[src/rtl/mem_bus_pkg.sv]
// Shared encodings and the request payload carried from the masters to the memory bus.
// The request struct is sized by BUS_AW/BUS_DW; the arbiter's AW/DW must match these.
package mem_bus_pkg;

    localparam logic ID_INST = 1'b0;
    localparam logic ID_DATA = 1'b1;

    localparam logic [1:0] SIZE_B = 2'd0;
    localparam logic [1:0] SIZE_H = 2'd1;
    localparam logic [1:0] SIZE_W = 2'd2;

    localparam int unsigned BUS_AW = 32;
    localparam int unsigned BUS_DW = 32;

    typedef struct packed {
        logic              id;
        logic              wr;
        logic [1:0]        size;
        logic [BUS_AW-1:0] addr;
        logic [3:0]        wstrb;
        logic [BUS_DW-1:0] wdata;
    } mem_req_t;

endpackage

[src/rtl/req_slot.sv]
// One-entry registered request stage: loads a request when told to and holds it stable
// until the bus takes it. A load in the same cycle as a fire keeps the slot full.
module req_slot
    import mem_bus_pkg::*;
(
    input  logic     clk_i,
    input  logic     rst_i,
    input  logic     load_i,
    input  logic     ready_i,
    input  mem_req_t req_i,
    output logic     full_o,
    output mem_req_t req_o
);

    typedef enum logic [0:0] {SlotEmpty, SlotFull} slot_state_e;

    slot_state_e state_q, state_d;
    mem_req_t    req_q, req_d;

    always_comb begin
        state_d = state_q;
        req_d   = req_q;
        unique case (state_q)
            SlotEmpty: begin
                if (load_i) begin
                    state_d = SlotFull;
                    req_d   = req_i;
                end
            end
            SlotFull: begin
                if (load_i) begin
                    req_d = req_i;
                end else if (ready_i) begin
                    state_d = SlotEmpty;
                end
            end
            default: state_d = SlotEmpty;
        endcase
    end

    always_ff @(posedge clk_i) begin
        if (rst_i) begin
            state_q <= SlotEmpty;
            req_q   <= '0;
        end else begin
            state_q <= state_d;
            req_q   <= req_d;
        end
    end

    assign full_o = (state_q == SlotFull);
    assign req_o  = req_q;

endmodule

[src/rtl/mem_bus_arbiter.sv]
// Merges the inst (read-only) and data SRAM-like ports onto one split-transaction bus,
// tagging requests by port ID and routing responses back as one-cycle data_ok pulses.
module mem_bus_arbiter
    import mem_bus_pkg::*;
#(
    parameter int unsigned MAX_OUT = 2,
    parameter int unsigned AW      = BUS_AW,
    parameter int unsigned DW      = BUS_DW
) (
    input  logic          clk,
    input  logic          rst,
    input  logic          inst_req,
    input  logic [AW-1:0] inst_addr,
    output logic          inst_addr_ok,
    output logic          inst_data_ok,
    output logic [DW-1:0] inst_rdata,
    input  logic          data_req,
    input  logic          data_wr,
    input  logic [1:0]    data_size,
    input  logic [AW-1:0] data_addr,
    input  logic [3:0]    data_wstrb,
    input  logic [DW-1:0] data_wdata,
    output logic          data_addr_ok,
    output logic          data_data_ok,
    output logic [DW-1:0] data_rdata,
    output logic          mem_req_valid,
    input  logic          mem_req_ready,
    output logic          mem_req_id,
    output logic          mem_req_wr,
    output logic [1:0]    mem_req_size,
    output logic [AW-1:0] mem_req_addr,
    output logic [3:0]    mem_req_wstrb,
    output logic [DW-1:0] mem_req_wdata,
    input  logic          mem_resp_valid,
    output logic          mem_resp_ready,
    input  logic          mem_resp_id,
    input  logic [DW-1:0] mem_resp_rdata
);

    localparam int unsigned   CW     = $clog2(MAX_OUT + 1);
    localparam logic [CW-1:0] CntMax = CW'(MAX_OUT);

    logic          resp_ready_q;
    logic [CW-1:0] inst_cnt_q, inst_cnt_d, data_cnt_q, data_cnt_d;
    logic          inst_data_ok_q, inst_data_ok_d, data_data_ok_q, data_data_ok_d;
    logic [DW-1:0] inst_rdata_q, inst_rdata_d, data_rdata_q, data_rdata_d;

    logic     resp_fire, inst_resp, data_resp;
    logic     slot_full, slot_free, inst_accept, data_accept;
    mem_req_t slot_req_in, slot_req_out;

    always_comb begin
        resp_fire = mem_resp_valid & resp_ready_q;
        // Responses for a port with nothing outstanding are dropped.
        inst_resp = resp_fire & (mem_resp_id == ID_INST) & (inst_cnt_q != '0);
        data_resp = resp_fire & (mem_resp_id == ID_DATA) & (data_cnt_q != '0);

        slot_free   = ~slot_full | mem_req_ready;
        data_accept = ~rst & data_req & slot_free & ((data_cnt_q < CntMax) | data_resp);
        inst_accept = ~rst & inst_req & slot_free & ((inst_cnt_q < CntMax) | inst_resp)
                      & ~data_accept;

        slot_req_in = '0;
        if (data_accept) begin
            slot_req_in.id    = ID_DATA;
            slot_req_in.wr    = data_wr;
            slot_req_in.size  = data_size;
            slot_req_in.addr  = data_addr;
            slot_req_in.wstrb = data_wr ? data_wstrb : 4'h0;
            slot_req_in.wdata = data_wdata;
        end else begin
            slot_req_in.id    = ID_INST;
            slot_req_in.size  = SIZE_W;
            slot_req_in.addr  = inst_addr;
        end

        inst_cnt_d = inst_cnt_q + CW'(inst_accept) - CW'(inst_resp);
        data_cnt_d = data_cnt_q + CW'(data_accept) - CW'(data_resp);

        inst_data_ok_d = inst_resp;
        data_data_ok_d = data_resp;
        inst_rdata_d   = inst_resp ? mem_resp_rdata : inst_rdata_q;
        data_rdata_d   = data_resp ? mem_resp_rdata : data_rdata_q;
    end

    always_ff @(posedge clk) begin
        if (rst) begin
            resp_ready_q   <= 1'b0;
            inst_cnt_q     <= '0;
            data_cnt_q     <= '0;
            inst_data_ok_q <= 1'b0;
            data_data_ok_q <= 1'b0;
            inst_rdata_q   <= '0;
            data_rdata_q   <= '0;
        end else begin
            resp_ready_q   <= 1'b1;
            inst_cnt_q     <= inst_cnt_d;
            data_cnt_q     <= data_cnt_d;
            inst_data_ok_q <= inst_data_ok_d;
            data_data_ok_q <= data_data_ok_d;
            inst_rdata_q   <= inst_rdata_d;
            data_rdata_q   <= data_rdata_d;
        end
    end

    req_slot u_req_slot (
        .clk_i   (clk),
        .rst_i   (rst),
        .load_i  (inst_accept | data_accept),
        .ready_i (mem_req_ready),
        .req_i   (slot_req_in),
        .full_o  (slot_full),
        .req_o   (slot_req_out)
    );

    assign inst_addr_ok   = inst_accept;
    assign data_addr_ok   = data_accept;
    assign inst_data_ok   = inst_data_ok_q;
    assign data_data_ok   = data_data_ok_q;
    assign inst_rdata     = inst_rdata_q;
    assign data_rdata     = data_rdata_q;
    assign mem_resp_ready = resp_ready_q;

    assign mem_req_valid = slot_full;
    assign mem_req_id    = slot_req_out.id;
    assign mem_req_wr    = slot_req_out.wr;
    assign mem_req_size  = slot_req_out.size;
    assign mem_req_addr  = slot_req_out.addr;
    assign mem_req_wstrb = slot_req_out.wstrb;
    assign mem_req_wdata = slot_req_out.wdata;

endmodule
[config.mk]
export PLATFORM = sky130hd
export DESIGN_NAME = mem_bus_arbiter
export DESIGN_NICKNAME = d
export VERILOG_FILES = /design/src/rtl/mem_bus_pkg.sv /design/src/rtl/req_slot.sv /design/src/rtl/mem_bus_arbiter.sv
export SDC_FILE = /design/constraint.sdc
export NUM_CORES = 1
export LEC_CHECK = 0
export BUFFER_PORTS_ARGS = -buffer_cell sky130_fd_sc_hd__clkbuf_2
export CAP_MARGIN = 20
export CORE_AREA = 2 2 110 112
export DETAILED_ROUTE_END_ITERATION = 12
export DIE_AREA = 0 0 112 114
export PLACE_DENSITY = 0.88
export SKIP_CTS_REPAIR_TIMING = 1
export SYNTH_ARGS = -nofsm -noshare
export SYNTH_HDL_FRONTEND = slang
export SYNTH_SLANG_ARGS = --single-unit
[constraint.sdc]
create_clock -name clk -period 3.1 [get_ports clk]
set_input_delay 0.465 -clock clk [delete_from_list [all_inputs] [get_ports clk]]
set_output_delay 0.465 -clock clk [all_outputs]
set_load 0.03 [all_outputs]
-- After elaboration in Yosys (flattened, before gate mapping)
Cells that the tools add are included.
- $add $sub $neg: 4
- muxes and demuxes: 11
- bitwise gates (word level): 20
- reduce and logical (&&, ||, !) cells: 2
- order comparisons: 2
- operator list (kind ; count):
    $mux 72 ; 1
    $mux 36 ; 1
    $mux 34 ; 1
    $and 1x1->1 ; 12
    $mux 1 ; 6
    $add 2x1->2 ; 2
    $lt 2x2->1 const B ; 2
    $mux 4 ; 1
    $not 1->1 ; 4
    $or 1x1->1 ; 4
    $reduce_bool 2->1 ; 2
    $sub 2x1->2 ; 2
    $pmux 1 s2 ; 1
- output and inout port bits: 142
- bits of input ports: 142
- register bits: 144
- word-level logic and storage cells: 53

-- Longest topological paths before layout
- depth in word-level cells: 10
- mapped depth: 9
- gate-level depth less buffers: 8

-- Cells and area by module
From an unflattened synthesis, not the netlist that was laid out.
- cell total of the unflattened synthesis: 638
- area, all modules: 5886.9 sq um
- modules (own cells, without submodules) (module ; seq. area each (sq um) ; instances ; cells an instance ; area each (sq um)):
    mem_bus_arbiter ; 1421.4 ; 1 ; 402 ; 3226.8
    req_slot ; 1461.4 ; 1 ; 236 ; 2660.1

-- Least setup slack after synthesis
No wires, ideal clock.
- path type: register to register
- start point: register resp_ready_q (netlist: mem_resp_ready)
- end point: register inst_cnt_q[0]
- slack: 0.877 ns
- clock period less this slack: 2.223 ns
- data arrival time: 2.093 ns
- cell stages (with the launch flop): 7
- setup time: 0.130 ns
- required time: 2.970 ns
- buffers on the path: 1
- cells stage by stage: dfxtp_1 > and4b_4 > o211ai_2 > buf_2 > nor2_1 > ha_1 > nor2b_1
- word-level cells in the longest chain between the ends: 9
- elaborated cells between the ends (all ways): 13
- those cells by class: add/sub: 2; bitwise: 11
- ends and longest elaborated chain (element ; RTL line ; source):
    start: declaration ; mem_bus_arbiter.sv:43 ; logic resp_ready_q;
    start signal: assignment ; mem_bus_arbiter.sv:88 ; resp_ready_q <= 1'b0;
    start signal: assignment ; mem_bus_arbiter.sv:96 ; resp_ready_q <= 1'b1;
    $and 1x1->1 * ; mem_bus_arbiter.sv:53 ; resp_fire = mem_resp_valid & resp_ready_q;
    $and 1x1->1 (2 in a row) ; mem_bus_arbiter.sv:56 ; data_resp = resp_fire & (mem_resp_id == ID_DATA) & (data_cnt_q != '0);
    $or 1x1->1 ; mem_bus_arbiter.sv:59 ; data_accept = ~rst & data_req & slot_free & ((data_cnt_q < CntMax) | data_resp);
    $and 1x1->1 ; mem_bus_arbiter.sv:59 ;
    $not 1->1 ; mem_bus_arbiter.sv:61 ; & ~data_accept;
    $and 1x1->1 * ; mem_bus_arbiter.sv:61 ;
    named net inst_addr_ok ; mem_bus_arbiter.sv:14 ; output logic inst_addr_ok,
    $add 2x1->2 * ; mem_bus_arbiter.sv:77 ; inst_cnt_d = inst_cnt_q + CW'(inst_accept) - CW'(inst_resp);
    $sub 2x1->2 * ; mem_bus_arbiter.sv:77 ;
    named net inst_cnt_d[0] ; mem_bus_arbiter.sv:44 ; logic [CW-1:0] inst_cnt_q, inst_cnt_d, data_cnt_q, data_cnt_d;
    end signal: assignment ; mem_bus_arbiter.sv:97 ; inst_cnt_q <= inst_cnt_d;
    end: declaration ; mem_bus_arbiter.sv:44 ;
The timed path passes the listed nets; every way through them passes the cells marked *.
A chain may end at the register's enable or synchronous reset.

-- Final worst setup path
- start point: register resp_ready_q (netlist: mem_resp_ready)
- end point: output port data_addr_ok
- word-level cells in the longest chain between the ends: 5
- ends and longest elaborated chain (element ; RTL line ; source):
    $and 1x1->1 ; mem_bus_arbiter.sv:53 ;
    $and 1x1->1 (2 in a row) ; mem_bus_arbiter.sv:56 ;
    $or 1x1->1 ; mem_bus_arbiter.sv:59 ;
    $and 1x1->1 ; mem_bus_arbiter.sv:59 ;
    end: declaration ; mem_bus_arbiter.sv:23 ; output logic data_addr_ok,
No other way between the ends.

==> flow_summary.toml <==
[global_route]
grt_usage_pct = 24.74
overflow = 0
grt_pass1_vias = 5195
grt_max_degree = 65
antenna_found_initial = 0
grt_pass1_wl_um = 25200

[min_path]
hp-class = "input port to flip-flop"

[yosys]
synthCells = 672
synth_edf_count = 0
synthDistinctLibCells = 35
ys_async_sr_fraction_pct = 0
syn_area_per_cell_um2 = 8.319
synth_nets = 817
yosysWarnings = 0
syn-cell-area_um2 = 5590
synth-seq-cells = 144
ys.flop_type = "dfxtp_1"
ys_seq_area_share_pct = 51.57

[drt]
avgViaCountPerCell = 5.110
dr_wl_met3_um = 1420
ant_nets = 0
wl_um = 16100
vias = 5595
post-route-drc-count = 0
drt-initial-drc-count = 411
wl_met2_um = 7904
routed.top_layer = "met4"
wl_met1_um = 6352
routedWlPerCell_um = 14.70
first_pass_iters = 5

[place]
io_buffer_count = 283
dpl_cell_area_um2 = 7024
hpwlAfterDp_um = 11330
place_ws_ps = 857.4
place_congestion = 0.8339

[clock_network]
numCtsBuffers = 17
clk_path_buf_depth = 2
cts_tree = "done"
cts.sinks = 144
clock_latency_ps = 410
clock-root-buffer = "clkbuf_16"
cts_max_level = 4
clkTransAtPathRegs_ps = 60

[timing]
tightest_slew_ps = 665.8
hold_viol_final = 0
drv_slew = 0
relSlewSlack_pct = 55.61
fin_ws_ps = 600.6
setup_viol = 0
rsz0062_at_grt = "false"
finClkSkew_ps = 5.793
fin_tns_setup_ps = 0
max_freq_mhz = 400.1
min_period_over_period_pct = 80.63
finalCriticalPeriod_ps = 2499

[critical_path]
cp_slowest_stage_delay_ps = 480
crit_path_end_kind = "output pin"
cp_slowest_cell = "dfxtp_1"
crit_type = "flip-flop to output pin"
start_kind = "flip-flop"
crit_fanout = 47
crit_chain = "and4_4, o211ai_4, inv_4, clkbuf_2"
worstPathRequired_ps = 2630
worstPathArrival_ps = 2030

[die]
dieWidth_um = 112
io_pins = 284
num_rows = 40
fp.dieH_um = 114
die_area_um2 = 12770
core_um2 = 11710
initial_core_util_pct = 47.74

[flow_run]
maxCapViolCount = 0

[status]
status = "finished clean"

[final_layout]
layout-drive-gt1-share_pct = 39.45
fin_nets = 1082
nFillCells = 974
n_antenna_cell = 0
multi_input_area_um2 = 2424
seqCellArea_um2 = 2883
final_area_um2 = 7596
area_growth_pct = 35.88

[power_and_ir_drop]
vdd_drop_max_v = 0.0003316
total_power_mw = 4.699
powerDensity_nw_per_um2 = 618.6
p_leak_nw = 3.369
## Yosys cell counts (all sizes together) (2+ instances only)
cell type / number / area (µm²)
nand2: 234 / 878.3
o21ai: 40 / 200.2
buf: 24 / 166.4
ha: 3 / 37.54
nor2: 39 / 146.4
xnor2: 2 / 17.52
o2111ai: 2 / 23.77
nor2b: 4 / 25.02
o211ai: 2 / 33.78
inv: 8 / 32.53
dfxtp: 144 / 2883
a211oi: 32 / 395.4
nand2b: 2 / 12.51
xor2: 2 / 17.52
a21oi: 99 / 536.8
nand3: 4 / 20.02
clkbuf: 24 / 91.33
## cells by family (layout without fill, tap and decap cells)
family	after synthesis	after routing	share of synthesized area [%]
AND/OR/NAND/NOR	287	287	20.03
AO/OA/AOI/OAI	178	178	21.91
flip-flops	144	144	51.57
buffers and inverters	56	332	5.192
XOR/XNOR	4	4	0.6268
adder cells (fa/ha/maj)	3	3	0.6715
## per-layer routing
layer	up-vias	GRT usage, %
li1	2746	-
met1	2581	27.79
met2	237	42.30
met3	31	8.927
met4	0	11.30
met5	-	0
## critical path: cells and delay by family (launching register included)
| family | cells | cell delay, ps |
|---|---|---|
| buffers and inverters | 2 | 740 |
| flip-flops | 1 | 480 |
| AND/OR/NAND/NOR | 1 | 290 |
| AO/OA/AOI/OAI | 1 | 100 |
## path summary, 6_finish.rpt
kind,startpoint,end,slack (ps),depth (start not counted)
hold / removal,data_wdata[10],u_req_slot.req_o[10],250,3
setup / recovery,mem_resp_ready,data_addr_ok,600,4
setup reg to reg,mem_resp_ready,u_req_slot.req_o[21],1140,6
hold reg to reg,u_req_slot.req_o[29],u_req_slot.req_o[29],450,2
## sequential cells by signal, indices dropped and copies added (netlist names)
name	cells
inst_rdata	32
data_cnt_q	2
data_rdata	32
mem_resp_ready	1
u_req_slot.full_o	1
inst_cnt_q	2
inst_data_ok	1
data_data_ok	1
u_req_slot.req_o	72
## final cells by class
type	count	area share (%)
multi-input cells	472	31.91
repair buffers	294	19.77
flip-flops and latches	144	37.95
clock inverters	9	1.466
clock buffers	21	6.062
inverters	8	0.4283
well taps	147	2.421
## report_power, final
part           leakage, nW  internal (mW)  switching (mW)
combinational         1.93          0.235           0.478
sequential            1.17           1.95          0.0546
clock                0.263           1.22           0.765
total                 3.37           3.40            1.30
## layout by cell type (no fill, tap or decap), types with 3 or more instances in the layout
cell | synthesis | layout
clkbuf_2 | 1 | 282
dfxtp_1 | 144 | 144
o21ai_0 | 30 | 30
nor2_1 | 39 | 39
clkinvlp_4 | 0 | 5
clkbuf_16 | 0 | 17
nor2b_1 | 4 | 4
nand2_1 | 234 | 234
inv_1 | 6 | 6
ha_1 | 3 | 3
a21oi_2 | 11 | 11
nand3_1 | 4 | 4
a21oi_1 | 88 | 88
o21ai_1 | 10 | 10
buf_4 | 2 | 12
a211oi_2 | 31 | 31
## per-stage QoR
step                      std cells  hold slack, ps  util [%]
final                          1095           245.4     64.86
after global routing           1095           247.2     64.86
after CTS                      1095           232.2     64.86
after detailed placement       1065           440.5     59.98
after global placement         1065           437.3     59.98
after floorplan                 672           573.6         -
Power figures use the tool's default switching activity.
